## config.mk

```make
export PLATFORM = sky130hd
export DESIGN_NAME = regfile_operand_fetch
export DESIGN_NICKNAME = d
export VERILOG_FILES = /design/src/rtl/regfile_operand_fetch.sv
export SDC_FILE = /design/constraint.sdc
export NUM_CORES = 1
export LEC_CHECK = 0
export CORE_ASPECT_RATIO = 0.9
export CORE_MARGIN = 2
export CORE_UTILIZATION = 35
export DETAILED_ROUTE_END_ITERATION = 16
export PLACE_DENSITY_LB_ADDON = 0.25
export SYNTH_ARGS = -nofsm -noshare
export SYNTH_HDL_FRONTEND = slang
export SYNTH_SLANG_ARGS = --single-unit
```

## constraint.sdc

```tcl
create_clock -name clk -period 8.25 [get_ports clk]
set_input_delay 0.825 -clock clk [delete_from_list [all_inputs] [get_ports clk]]
set_output_delay 0.825 -clock clk [all_outputs]
set_load 0.05 [all_outputs]
```

## src/rtl/regfile_operand_fetch.sv

```systemverilog
// Operand fetch stage: reads the register file for decoded instructions, stalls RAW/WAW hazards via a busy-bit scoreboard.
// Optional writeback forwarding in FETCH is enabled by defining REGFILE_OPERAND_FETCH_BYPASS_EN.
module regfile_operand_fetch #(
    parameter int XLEN = 32,
    parameter int NREG = 32,
    parameter int AW   = 5
) (
    input  logic            clk,
    input  logic            rst,
    input  logic            id_valid,
    output logic            id_ready,
    input  logic [AW-1:0]   id_rs1,
    input  logic [AW-1:0]   id_rs2,
    input  logic [AW-1:0]   id_rd,
    input  logic            id_rd_wen,
    output logic            ex_valid,
    input  logic            ex_ready,
    output logic [XLEN-1:0] ex_rs1_data,
    output logic [XLEN-1:0] ex_rs2_data,
    output logic [AW-1:0]   ex_rd,
    output logic            ex_rd_wen,
    input  logic            wb_valid,
    input  logic [AW-1:0]   wb_rd,
    input  logic [XLEN-1:0] wb_data,
    output logic [AW-1:0]   rf_read_address_1,
    output logic [AW-1:0]   rf_read_address_2,
    input  logic [XLEN-1:0] rf_read_data_1,
    input  logic [XLEN-1:0] rf_read_data_2,
    output logic [AW-1:0]   rf_write_address,
    output logic [XLEN-1:0] rf_write_value,
    output logic            rf_write_enable
);

    typedef enum logic [1:0] {IDLE, FETCH, OUT} state_t;

    state_t          state_q;
    logic [AW-1:0]   rs1_q, rs2_q, rd_q;
    logic            rd_wen_q;
    logic [NREG-1:0] busy_q, busy_d;
    logic            ex_valid_q, ex_rd_wen_q;
    logic [XLEN-1:0] ex_rs1_data_q, ex_rs2_data_q;
    logic [AW-1:0]   ex_rd_q;

    logic            wb_we, id_fire, capture;
    logic            wb_hit_rs1, wb_hit_rs2, wb_hit_rd;
    logic            rs1_busy, rs2_busy, rd_busy;
    logic [XLEN-1:0] op1, op2;

    assign wb_we            = wb_valid && (wb_rd != '0);
    assign rf_write_address = wb_rd;
    assign rf_write_value   = wb_data;
    assign rf_write_enable  = wb_we;

    assign rf_read_address_1 = rs1_q;
    assign rf_read_address_2 = rs2_q;

    assign id_ready = (state_q == IDLE) || ((state_q == OUT) && ex_ready);
    assign id_fire  = id_valid && id_ready;

    // NOTE: every always_comb output gets a default first so no latch is inferred.
    always_comb begin
        wb_hit_rs1 = 1'b0;
        wb_hit_rs2 = 1'b0;
        wb_hit_rd  = 1'b0;
`ifdef REGFILE_OPERAND_FETCH_BYPASS_EN
        wb_hit_rs1 = wb_we && (wb_rd == rs1_q);
        wb_hit_rs2 = wb_we && (wb_rd == rs2_q);
        wb_hit_rd  = wb_we && (wb_rd == rd_q);
`endif
        rs1_busy = (rs1_q != '0) && busy_q[rs1_q] && !wb_hit_rs1;
        rs2_busy = (rs2_q != '0) && busy_q[rs2_q] && !wb_hit_rs2;
        rd_busy  = rd_wen_q && (rd_q != '0) && busy_q[rd_q] && !wb_hit_rd;
        capture  = (state_q == FETCH) && !(rs1_busy || rs2_busy || rd_busy);

        op1 = (rs1_q == '0) ? '0 : (wb_hit_rs1 ? wb_data : rf_read_data_1);
        op2 = (rs2_q == '0) ? '0 : (wb_hit_rs2 ? wb_data : rf_read_data_2);

        // Clear before set so a same-edge set of the same index wins.
        busy_d = busy_q;
        if (wb_valid) busy_d[wb_rd] = 1'b0;
        if (capture && rd_wen_q && (rd_q != '0)) busy_d[rd_q] = 1'b1;
    end

    // NOTE: sequential state uses non-blocking assignments only; blocking here would race with readers.
    always_ff @(posedge clk or posedge rst) begin
        if (rst) begin
            state_q       <= IDLE;
            busy_q        <= '0;
            rs1_q         <= '0;
            rs2_q         <= '0;
            rd_q          <= '0;
            rd_wen_q      <= 1'b0;
            ex_valid_q    <= 1'b0;
            ex_rs1_data_q <= '0;
            ex_rs2_data_q <= '0;
            ex_rd_q       <= '0;
            ex_rd_wen_q   <= 1'b0;
        end else begin
            busy_q <= busy_d;
            if (id_fire) begin
                rs1_q    <= id_rs1;
                rs2_q    <= id_rs2;
                rd_q     <= id_rd;
                rd_wen_q <= id_rd_wen;
            end
            case (state_q)
                IDLE: begin
                    if (id_fire) state_q <= FETCH;
                end
                FETCH: begin
                    if (capture) begin
                        ex_rs1_data_q <= op1;
                        ex_rs2_data_q <= op2;
                        ex_rd_q       <= rd_q;
                        ex_rd_wen_q   <= rd_wen_q;
                        ex_valid_q    <= 1'b1;
                        state_q       <= OUT;
                    end
                end
                OUT: begin
                    if (ex_ready) begin
                        ex_valid_q <= 1'b0;
                        state_q    <= id_fire ? FETCH : IDLE;
                    end
                end
                default: state_q <= IDLE;
            endcase
        end
    end

    assign ex_valid    = ex_valid_q;
    assign ex_rs1_data = ex_rs1_data_q;
    assign ex_rs2_data = ex_rs2_data_q;
    assign ex_rd       = ex_rd_q;
    assign ex_rd_wen   = ex_rd_wen_q;

endmodule

```

==> summary.md, run 1 <==
| Metric | Value |
|---|---|
| Result of the run | `finished, final reports clean` |
| Sum of negative setup slack | `0 ns` |
| Period utilization | `50.05%` |
| Largest net degree at the start of global routing | `97` |
| HPWL after detailed placement | `12.41 mm` |
| Origin of the worst min-delay path | `ex_rd[4]$_DFFE_PP0P_` |
| Unrepaired setup endpoints after global routing | `false` |
| Total area of multi-input combinational cells | `2514 um2` |
| Data required time at the worst endpoint | `8.52 ns` |
| Core footprint | `17610 um2` |
| Cell area after placement | `7905 um2` |
| Synthesis Warnings | `0` |
| Worst-case clock skew | `0.01076 ns` |
| Critical R2R Launch | `rf_read_address_1[2]$_DFFE_PP0P_` |
| #FFs+latches synth | `121` |
| Number of detailed-route iterations in the first pass | `4` |
| Worst min-delay path class | `reg2reg` |
| Most area-consuming cells after synthesis | `sky130_fd_sc_hd__dfrtp_1 (48%), sky130_fd_sc_hd__o22ai_1 (6.5%), sky130_fd_sc_hd__mux4_2 (6.1%)` |
| Total of fill cells in the finished design | `1652` |
| CTS clk-pin slew, worst paths | `0.06 ns` |
| Post-synthesis sequential area ratio | `48.17%` |
| CTS H-tree depth | `4` |
| Final nets | `849` |
| Number of instances in the synthesized netlist | `611` |
| Number of violations reported at the end of detailed-routing iteration 0 | `448` |
| Antenna diode count | `0` |
| Share of the synthesized area in the top cell type | `48.17%` |
| DIE AREA | `19050 um2` |
| Vertical die dimension | `131.1 um` |
| Clk_lat worst skew | `0.42 ns` |
| Count of standard-cell rows | `46` |
| Final non-filler cell area | `8497 um2` |
| Max Fclk | `0.2422 GHz` |
| Deepest clock path buffer count | `2` |
| Vias in the first global route | `5400` |
| Most area-hungry cell type in the Yosys netlist | `sky130_fd_sc_hd__dfrtp_1` |
| Count of instances resized after the clock tree is built | `0` |
| Via count of the routed design | `5348` |
| Fraction of synthesis flops using an asynchronous set or reset pin | `100.0%` |
| Count of cell types in the netlist | `39` |
| Clock tree from TritonCTS | `built` |
| Crit-path max FO | `96` |
| WL final | `18.63 mm` |
| Worst path arrival time | `4.40 ns` |
| Post-route DRC violation count | `0` |
| Reg area | `3028 um2` |
| Sink of the worst hold path | `ex_rd[4]$_DFFE_PP0P_` |
| Net count of the mapped netlist | `733` |
| Gpl congestion | `0.8924` |
| Non-Filler Instances | `979` |
| Top-level I/O count | `242` |
| Most frequent cells in the layout | `sky130_fd_sc_hd__clkdlybuf4s50_1 (177), sky130_fd_sc_hd__dfrtp_1 (121), sky130_fd_sc_hd__nand3_1 (71), sky130_fd_sc_hd__inv_1 (68), sky130_fd_sc_hd__o22ai_1 (65)` |
| Register-to-register path setup slack | `4.12 ns` |
| Number of flops mapped to enable cells by yosys | `0` |
| Number of input and output port buffers inserted | `177` |
| Setup fix buffers added after clock tree synthesis | `0` |
| Die outline width | `145.3 um` |
| Logic depth of the worst register-to-register path | `6` |
| Sum of overflow across all layers after global routing | `0` |
| Buffer type at the clock tree root | `sky130_fd_sc_hd__clkbuf_16` |
| Type of the worst setup path | `reg2reg` |
| Clk sink count | `121` |
| Dominant synthesized flop cell | `sky130_fd_sc_hd__dfrtp_1` |
| Leakage | `0.003528 uW` |
| Area grow syn2layout | `35.17%` |
| Hold_buf cts | `0` |
| Number of hold-slack violations in the final timing report | `0` |
| First-pass GRT wire length | `29.90 mm` |
| Placed cell count | `948` |
| Post-Synthesis Cell Area | `6286 um2` |
| Power density over cell area | `508.3 nW/um2` |
| Total CTS buffers | `17` |
| Initial antenna violation count | `0` |
| Worst hold path stage count | `1` |
| Aggregate global-route resource usage | `19.81%` |
| Final-report setup violation count | `0` |
| Synthesized area per cell | `10.29 um2` |
| Effective utilization at floorplan | `35.69%` |
| Per-cell routed wire length | `19.03 um` |
| Max-cap check violation count | `0` |
| IR drop worst, VDD | `0.0002437 V` |
| Worst flop-to-flop path endpoint | `busy_q[16]$_DFF_PP0_` |
| Fraction of final layout cells sized beyond drive strength 1 | `11.50%` |
| Worst max-slew margin expressed relative to the limit | `21.22%` |
| Antenna violation net count after detailed routing | `0` |
| Startpoint type of the worst setup path | `register` |
| Most frequent standard cell in the layout excluding fill and tap cells | `sky130_fd_sc_hd__clkdlybuf4s50_1` |
| Total count of max-transition violations in the final report | `0` |
| Minimum clock period after layout | `4.129 ns` |
| Critical Path End Type | `register` |
| Per-cell via count in the routed design | `5.463` |
| Worst-margin pin slew | `1.182 ns` |
[metal layers]
layer	vias up	routed length [um]	GRT usage (%)
li1	2416	-	-
met1	2641	7832	25.71
met2	229	8766	31.02
met3	62	1453	5.208
met4	0	578	9.314
met5	-	0	0
[synthesized netlist by cell type (all sizes together) (2+ instances only)]
cell,number
a21oi,4
a22oi,3
a2bb2oi,3
a31oi,2
and2,2
buf,55
clkbuf,29
dfrtp,121
inv,69
mux2,25
mux2i,16
mux4,17
nand2,14
nand2b,7
nand3,72
nand3b,8
nand4,2
nor2,7
nor2b,6
o21a,2
o21ai,33
o22ai,65
o31ai,9
o41ai,22
or2,2
or3,4
or3b,3
[worst max-delay path by stage]
| stage | depth (start not counted) | slack [ns] | end | startpoint |
|---|---|---|---|---|
| 6_report | 6 | 4.12 | busy_q[16]$_DFF_PP0_ | rf_read_address_1[2]$_DFFE_PP0P_ |
| 5_1_grt | 6 | 3.76 | busy_q[28]$_DFF_PP0_ | rf_read_address_1[2]$_DFFE_PP0P_ |
| 4_1_cts | 6 | 4.16 | busy_q[8]$_DFF_PP0_ | rf_read_address_1[2]$_DFFE_PP0P_ |
| 3_5_place_dp | 6 | 4.17 | busy_q[28]$_DFF_PP0_ | rf_read_address_1[2]$_DFFE_PP0P_ |
| 3_3_place_gp | 6 | 4.39 | busy_q[16]$_DFF_PP0_ | rf_read_address_1[2]$_DFFE_PP0P_ |
| 2_1_floorplan | 1 | 4.21 | busy_q[0]$_DFF_PP0_ | rst |
[area by class of cell]
cell class              instances  area share [%]
clock inverters                 7           1.060
multi-input cells             337           29.58
flip-flops and latches        121           35.64
clock buffers                  24           5.905
inverters                      69           3.078
repair buffers                181           21.20
well taps                     240           3.534
[kinds of logic after synthesis]
logic type / Yosys count / synth area share (%)
AO/OA/AOI/OAI: 149 / 15.59
buffers and inverters: 153 / 12.18
flip-flops: 121 / 48.17
multiplexers: 58 / 13.12
AND/OR/NAND/NOR: 130 / 10.95
[metrics by stage]
step / setup slack [ns] / power (uW) / hold WS, ns / util [%]
CTS: 4.160 / 4338 / 0.5172 / 48.25
detailed placement: 4.168 / 3575 / 0.4996 / 44.88
global placement: 4.387 / 3518 / 0.4921 / 44.88
finish: 4.121 / 4319 / 0.5093 / 48.25
global route: 3.760 / 4561 / 0.5407 / 48.25
floorplan: 4.211 / 2887 / 0.4746 / -
[power breakdown]
group | switching (uW) | total, uW | leakage, uW | internal (uW)
clock | 265 | 746 | 0.000288 | 481
sequential | 299 | 1180 | 0.00146 | 878
combinational | 1490 | 2400 | 0.00178 | 907
total | 2050 | 4320 | 0.00353 | 2270
[worst max-delay path, cell delays in order, from the launching register on]
cell,delay (ns)
sky130_fd_sc_hd__dfrtp_1,0.55
sky130_fd_sc_hd__or2_2,0.37
sky130_fd_sc_hd__or4_1,0.92
sky130_fd_sc_hd__nand3_1,0.27
sky130_fd_sc_hd__o211a_1,0.23
sky130_fd_sc_hd__nand3_4,0.80
sky130_fd_sc_hd__o41ai_1,0.75
[state kept, by name (all words and copies together), names as in the netlist]
name and count:
ex_rd_wen 1, rd_wen_q 1, busy_q 32, ex_rs2_data 32, rf_read_address_1 5, rd_q 5, ex_rs1_data 32, ex_rd 5
state_q 2, ex_valid 1, rf_read_address_2 5
Note: power is estimated with default switching activity, not from simulation.
==> run 2: changes to the inputs <==
==> constraint.sdc (replaced) <==
create_clock -name clk -period 4.29 [get_ports clk]
set_input_delay 0.429 -clock clk [delete_from_list [all_inputs] [get_ports clk]]
set_output_delay 0.429 -clock clk [all_outputs]
set_load 0.05 [all_outputs]
==> summary.md, run 2 (synthesis results as in run 1) <==
| Metric | Value |
|---|---|
| DIE AREA | `19050 um2` |
| Antenna diode count | `0` |
| Type of the worst setup path | `reg2reg` |
| Final nets | `853` |
| Deepest clock path buffer count | `2` |
| Most frequent standard cell in the layout excluding fill and tap cells | `sky130_fd_sc_hd__clkdlybuf4s50_1` |
| Area grow syn2layout | `35.39%` |
| Crit-path max FO | `50` |
| Result of the run | `finished, final reports clean` |
| Number of violations reported at the end of detailed-routing iteration 0 | `440` |
| Final-report setup violation count | `0` |
| Worst-case clock skew | `0.01228 ns` |
| Buffer type at the clock tree root | `sky130_fd_sc_hd__clkbuf_16` |
| Per-cell routed wire length | `19.26 um` |
| Worst min-delay path class | `in2async` |
| Total CTS buffers | `17` |
| WL final | `18.93 mm` |
| Utilization after layout | `48.32%` |
| Core footprint | `17610 um2` |
| Number of input and output port buffers inserted | `177` |
| Unrepaired setup endpoints after global routing | `false` |
| Worst max-slew margin expressed relative to the limit | `34.79%` |
| Critical Path End Type | `register` |
| Vertical die dimension | `131.1 um` |
| Worst flop-to-flop path endpoint | `state_q[0]$_DFFE_PP0P_` |
| Top-level I/O count | `242` |
| Die outline width | `145.3 um` |
| Clk sink count | `121` |
| CTS H-tree depth | `4` |
| IR drop worst, VDD | `0.0006377 V` |
| Number of hold-slack violations in the final timing report | `0` |
| Data required time at the worst endpoint | `4.59 ns` |
| Sum of negative setup slack | `0 ns` |
| Clk_lat worst skew | `0.42 ns` |
| Power density over cell area | `974.2 nW/um2` |
| Startpoint type of the worst setup path | `register` |
| Most frequent cells in the layout | `sky130_fd_sc_hd__clkdlybuf4s50_1 (177), sky130_fd_sc_hd__dfrtp_1 (121), sky130_fd_sc_hd__nand3_1 (71), sky130_fd_sc_hd__inv_1 (68), sky130_fd_sc_hd__o22ai_1 (65)` |
| Effective utilization at floorplan | `35.69%` |
| Largest net degree at the start of global routing | `51` |
| Setup fix buffers added after clock tree synthesis | `0` |
| First-pass GRT wire length | `30.21 mm` |
| Clock tree from TritonCTS | `built` |
| Minimum clock period after layout | `3.428 ns` |
| Count of standard-cell rows | `46` |
| Via count of the routed design | `5318` |
| Number of detailed-route iterations in the first pass | `8` |
| Max Fclk | `0.2917 GHz` |
| Worst-margin pin slew | `0.9782 ns` |
| Total count of max-transition violations in the final report | `0` |
| Aggregate global-route resource usage | `20.03%` |
| Register-to-register path setup slack | `0.86 ns` |
| Initial antenna violation count | `0` |
| Gpl congestion | `0.9161` |
| Antenna violation net count after detailed routing | `0` |
| Vias in the first global route | `5507` |
| Fraction of final layout cells sized beyond drive strength 1 | `11.84%` |
| Critical R2R Launch | `rd_q[0]$_DFFE_PP0P_` |
| Period utilization | `79.90%` |
| Hold_buf cts | `0` |
| Per-cell via count in the routed design | `5.410` |
| Sum of overflow across all layers after global routing | `0` |
| Worst path arrival time | `3.73 ns` |
| Post-route DRC violation count | `0` |
| Total of fill cells in the finished design | `1627` |
| HPWL after detailed placement | `13.11 mm` |
| Logic depth of the worst register-to-register path | `7` |
| Count of instances resized after the clock tree is built | `0` |
| Leakage | `0.003543 uW` |
| Max-cap check violation count | `0` |
| CTS clk-pin slew, worst paths | `0.06 ns` |
-- run 2: changes by cell type in the layout (fill, tap and decap cells not counted), sizes merged --
cell / change
buf: +4
clkbuf: -2
clkinv: +4
clkinvlp: -2
-- run 2: layer usage --
metal / GRT usage (%) / vias up / routed length (um)
met5: 0 / - / 0
met4: 9.205 / 0 / 605
met3: 4.896 / 63 / 1387
met2: 32.04 / 221 / 8776
met1: 25.72 / 2615 / 8164
li1: - / 2419 / -
-- run 2: power breakdown --
part	total, uW	internal, uW	switching [uW]
registers	2320	1690	636
logic	4590	1770	2830
clock network	1380	876	500
total	8290	4330	3960
-- run 2: worst max-delay path by stage --
| stage | start | to | cells past startpoint |
|---|---|---|---|
| floorplan | rst | busy_q[0]$_DFF_PP0_ | 1 |
| global placement | rd_q[0]$_DFFE_PP0P_ | state_q[0]$_DFFE_PP0P_ | 7 |
| detailed placement | rd_q[0]$_DFFE_PP0P_ | state_q[0]$_DFFE_PP0P_ | 7 |
| CTS | rd_q[0]$_DFFE_PP0P_ | state_q[0]$_DFFE_PP0P_ | 7 |
| global route | rd_q[0]$_DFFE_PP0P_ | state_q[0]$_DFFE_PP0P_ | 8 |
| finish | rd_q[0]$_DFFE_PP0P_ | state_q[0]$_DFFE_PP0P_ | 7 |
-- run 2: through the flow --
step | hold WS (ns) | worst slack (ns) | total power (uW) | std cells | area, um2
global placement | 0.4992 | 1.003 | 6797 | 952 | 7948
finish | 0.4569 | 0.8622 | 8291 | 983 | 8511
floorplan | 0.4746 | 0.6468 | 5552 | 611 | 6286
CTS | 0.4707 | 0.9017 | 8316 | 983 | 8511
detailed placement | 0.4953 | 0.9038 | 6911 | 952 | 7948
global route | 0.5129 | 0.6075 | 8718 | 983 | 8511
-- run 2: cell type report --
cell class	instances	area, um2	area share, %
Sequential cell	121	3028	35.58
Clock buffer	22	464.2	5.454
Multi-Input combinational cell	337	2514	29.54
Tap cell	240	300.3	3.528
Inverter	69	261.5	3.073
Timing Repair Buffer	185	1844	21.67
Clock inverter	9	98.84	1.161
-- run 2: critical path: stages, from the launching register on --
cell,delay [ns]
sky130_fd_sc_hd__dfrtp_1,0.85
sky130_fd_sc_hd__mux4_2,0.60
sky130_fd_sc_hd__nand2b_1,0.10
sky130_fd_sc_hd__nand4_1,0.10
sky130_fd_sc_hd__a31oi_1,0.37
sky130_fd_sc_hd__nand3_4,0.51
sky130_fd_sc_hd__buf_4,0.49
sky130_fd_sc_hd__a21o_1,0.24
==> run 3: changes to the inputs <==
==> constraint.sdc (replaced) <==
create_clock -name clk -period 3.3 [get_ports clk]
set_input_delay 0.33 -clock clk [delete_from_list [all_inputs] [get_ports clk]]
set_output_delay 0.33 -clock clk [all_outputs]
set_load 0.05 [all_outputs]
==> summary.md, run 3 (synthesis results as in run 1) <==
| Metric | Value |
|---|---|
| Result of the run | `finished, final reports clean` |
| Antenna diode count | `0` |
| Vertical die dimension | `131.1 um` |
| Worst flop-to-flop path endpoint | `ex_rs1_data[11]$_DFFE_PP0P_` |
| Placed cell count | `957` |
| Gpl congestion | `0.8847` |
| Setup fix buffers added after clock tree synthesis | `0` |
| Worst path arrival time | `3.25 ns` |
| Power density over cell area | `1284 nW/um2` |
| Startpoint type of the worst setup path | `register` |
| Max Fclk | `0.3343 GHz` |
| Final-report setup violation count | `0` |
| Slowest cell on the critical path | `sky130_fd_sc_hd__dfrtp_1` |
| DIE AREA | `19050 um2` |
| Logic depth of the worst register-to-register path | `8` |
| Sum of negative setup slack | `0 ns` |
| Critical R2R Launch | `rf_read_address_2[0]$_DFFE_PP0P_` |
| Per-cell via count in the routed design | `5.430` |
| Worst min-delay path class | `in2async` |
| Number of violations reported at the end of detailed-routing iteration 0 | `383` |
| Effective utilization at floorplan | `35.69%` |
| Critical Path End Type | `register` |
| Most frequent cells in the layout | `sky130_fd_sc_hd__clkdlybuf4s50_1 (177), sky130_fd_sc_hd__dfrtp_1 (121), sky130_fd_sc_hd__nand3_1 (71), sky130_fd_sc_hd__inv_1 (68), sky130_fd_sc_hd__o22ai_1 (65)` |
| Worst max-slew margin expressed relative to the limit | `49.04%` |
| Worst-margin pin slew | `0.7644 ns` |
| Non-Filler Instances | `989` |
| Antenna violation net count after detailed routing | `0` |
| Core footprint | `17610 um2` |
| Minimum clock period after layout | `2.992 ns` |
| Sequence of cells on the critical path | `buf_4 -> mux4_2 -> mux2i_1 -> a22oi_1 -> a311oi_1 -> and3_2 -> buf_12 -> o22ai_1` |
| Initial antenna violation count | `0` |
| Clock tree from TritonCTS | `built` |
| Die outline width | `145.3 um` |
| Top-level I/O count | `242` |
| Number of hold-slack violations in the final timing report | `0` |
| Count of standard-cell rows | `46` |
| Fraction of final layout cells sized beyond drive strength 1 | `12.82%` |
| Period utilization | `90.66%` |
| CTS H-tree depth | `4` |
| Aggregate global-route resource usage | `19.75%` |
| CTS clk-pin slew, worst paths | `0.06 ns` |
| Deepest clock path buffer count | `2` |
| Max-cap check violation count | `0` |
| WL final | `18.58 mm` |
| Unrepaired setup endpoints after global routing | `false` |
| Area grow syn2layout | `37.82%` |
| Crit-path max FO | `50` |
| First-pass GRT wire length | `30.03 mm` |
| Final nets | `858` |
| IR drop worst, VDD | `0.0004976 V` |
| Total CTS buffers | `17` |
| Largest net degree at the start of global routing | `122` |
| Leakage | `0.003600 uW` |
| Worst-case clock skew | `0.01140 ns` |
| Critical Path Max Stage Delay | `0.57 ns` |
| Data required time at the worst endpoint | `3.56 ns` |
| Hold_buf cts | `0` |
| Clk sink count | `121` |
| Clk_lat worst skew | `0.42 ns` |
| Type of the worst setup path | `reg2reg` |
| Total count of max-transition violations in the final report | `0` |
| Per-cell routed wire length | `18.79 um` |
| Sum of overflow across all layers after global routing | `0` |
| Number of input and output port buffers inserted | `177` |
| Buffer type at the clock tree root | `sky130_fd_sc_hd__clkbuf_16` |
| Post-route DRC violation count | `0` |
| Number of detailed-route iterations in the first pass | `8` |
| Count of instances resized after the clock tree is built | `0` |
| Most frequent standard cell in the layout excluding fill and tap cells | `sky130_fd_sc_hd__clkdlybuf4s50_1` |
| Register-to-register path setup slack | `0.31 ns` |
| HPWL after detailed placement | `12.65 mm` |
| Vias in the first global route | `5485` |
| Via count of the routed design | `5370` |
## run 3: where the power goes
group	internal, uW	leakage [uW]	total, uW	switching (uW)
sequential	2190	0.00146	2910	713
clock	1350	0.000311	2060	711
combinational	2360	0.00183	6160	3800
## run 3: per-stage QoR
step           power [uW]  worst slack [ns]  hold slack, ns  instance area (um2)  utilization [%]
2_1_floorplan        7218            0.4583          0.4468                 6290                -
3_3_place_gp         8904            0.3085          0.4920                 8011            45.49
3_5_place_dp         9063            0.3440          0.4986                 8011            45.49
4_1_cts             11150            0.3229          0.4678                 8663            49.19
5_1_grt             11710            0.1495          0.4843                 8663            49.19
6_report            11120            0.3084          0.4001                 8663            49.19
## run 3: cell type report
cell class | count | area [um2]
timing repair buffer | 190 | 1907
clock buffer | 18 | 429.2
fill | 1604 | 8949
multi-input combinational | 337 | 2514
tap | 240 | 300.3
inverter | 69 | 262.8
sequential | 121 | 3028
clock inverter | 14 | 222.7
## run 3: layer usage
layer  wire (um)  up-vias  GRT usage, %
met1        7757     2631         25.56
met4         523        0         8.987
met2        8795      254         30.44
li1            -     2429             -
met3        1506       56         6.076
met5           0        -             0
## run 3: worst max-delay path, delay by kind of cell (launching register included)
family                 cells  cell delay [ns]
multiplexers               2             0.68
flip-flops                 1             0.57
AND/OR/NAND/NOR            1             0.41
buffers and inverters      2             0.50
AO/OA/AOI/OAI              3             0.64
## run 3: worst max-delay path by stage
stage,startpoint,end,slack (ns),cells past startpoint
5_1_grt,rd_q[1]$_DFFE_PP0P_,ex_rs1_data[11]$_DFFE_PP0P_,0.15,7
6_report,rf_read_address_2[0]$_DFFE_PP0P_,ex_rs1_data[11]$_DFFE_PP0P_,0.31,8
4_1_cts,rf_read_address_2[0]$_DFFE_PP0P_,ex_rs1_data[11]$_DFFE_PP0P_,0.32,8
2_1_floorplan,rf_read_address_2[0]$_DFFE_PP0P_,ex_rs1_data[0]$_DFFE_PP0P_,0.46,10
3_5_place_dp,rf_read_address_2[0]$_DFFE_PP0P_,ex_rs1_data[11]$_DFFE_PP0P_,0.34,8
3_3_place_gp,rf_read_address_2[0]$_DFFE_PP0P_,ex_rs1_data[26]$_DFFE_PP0P_,0.31,8
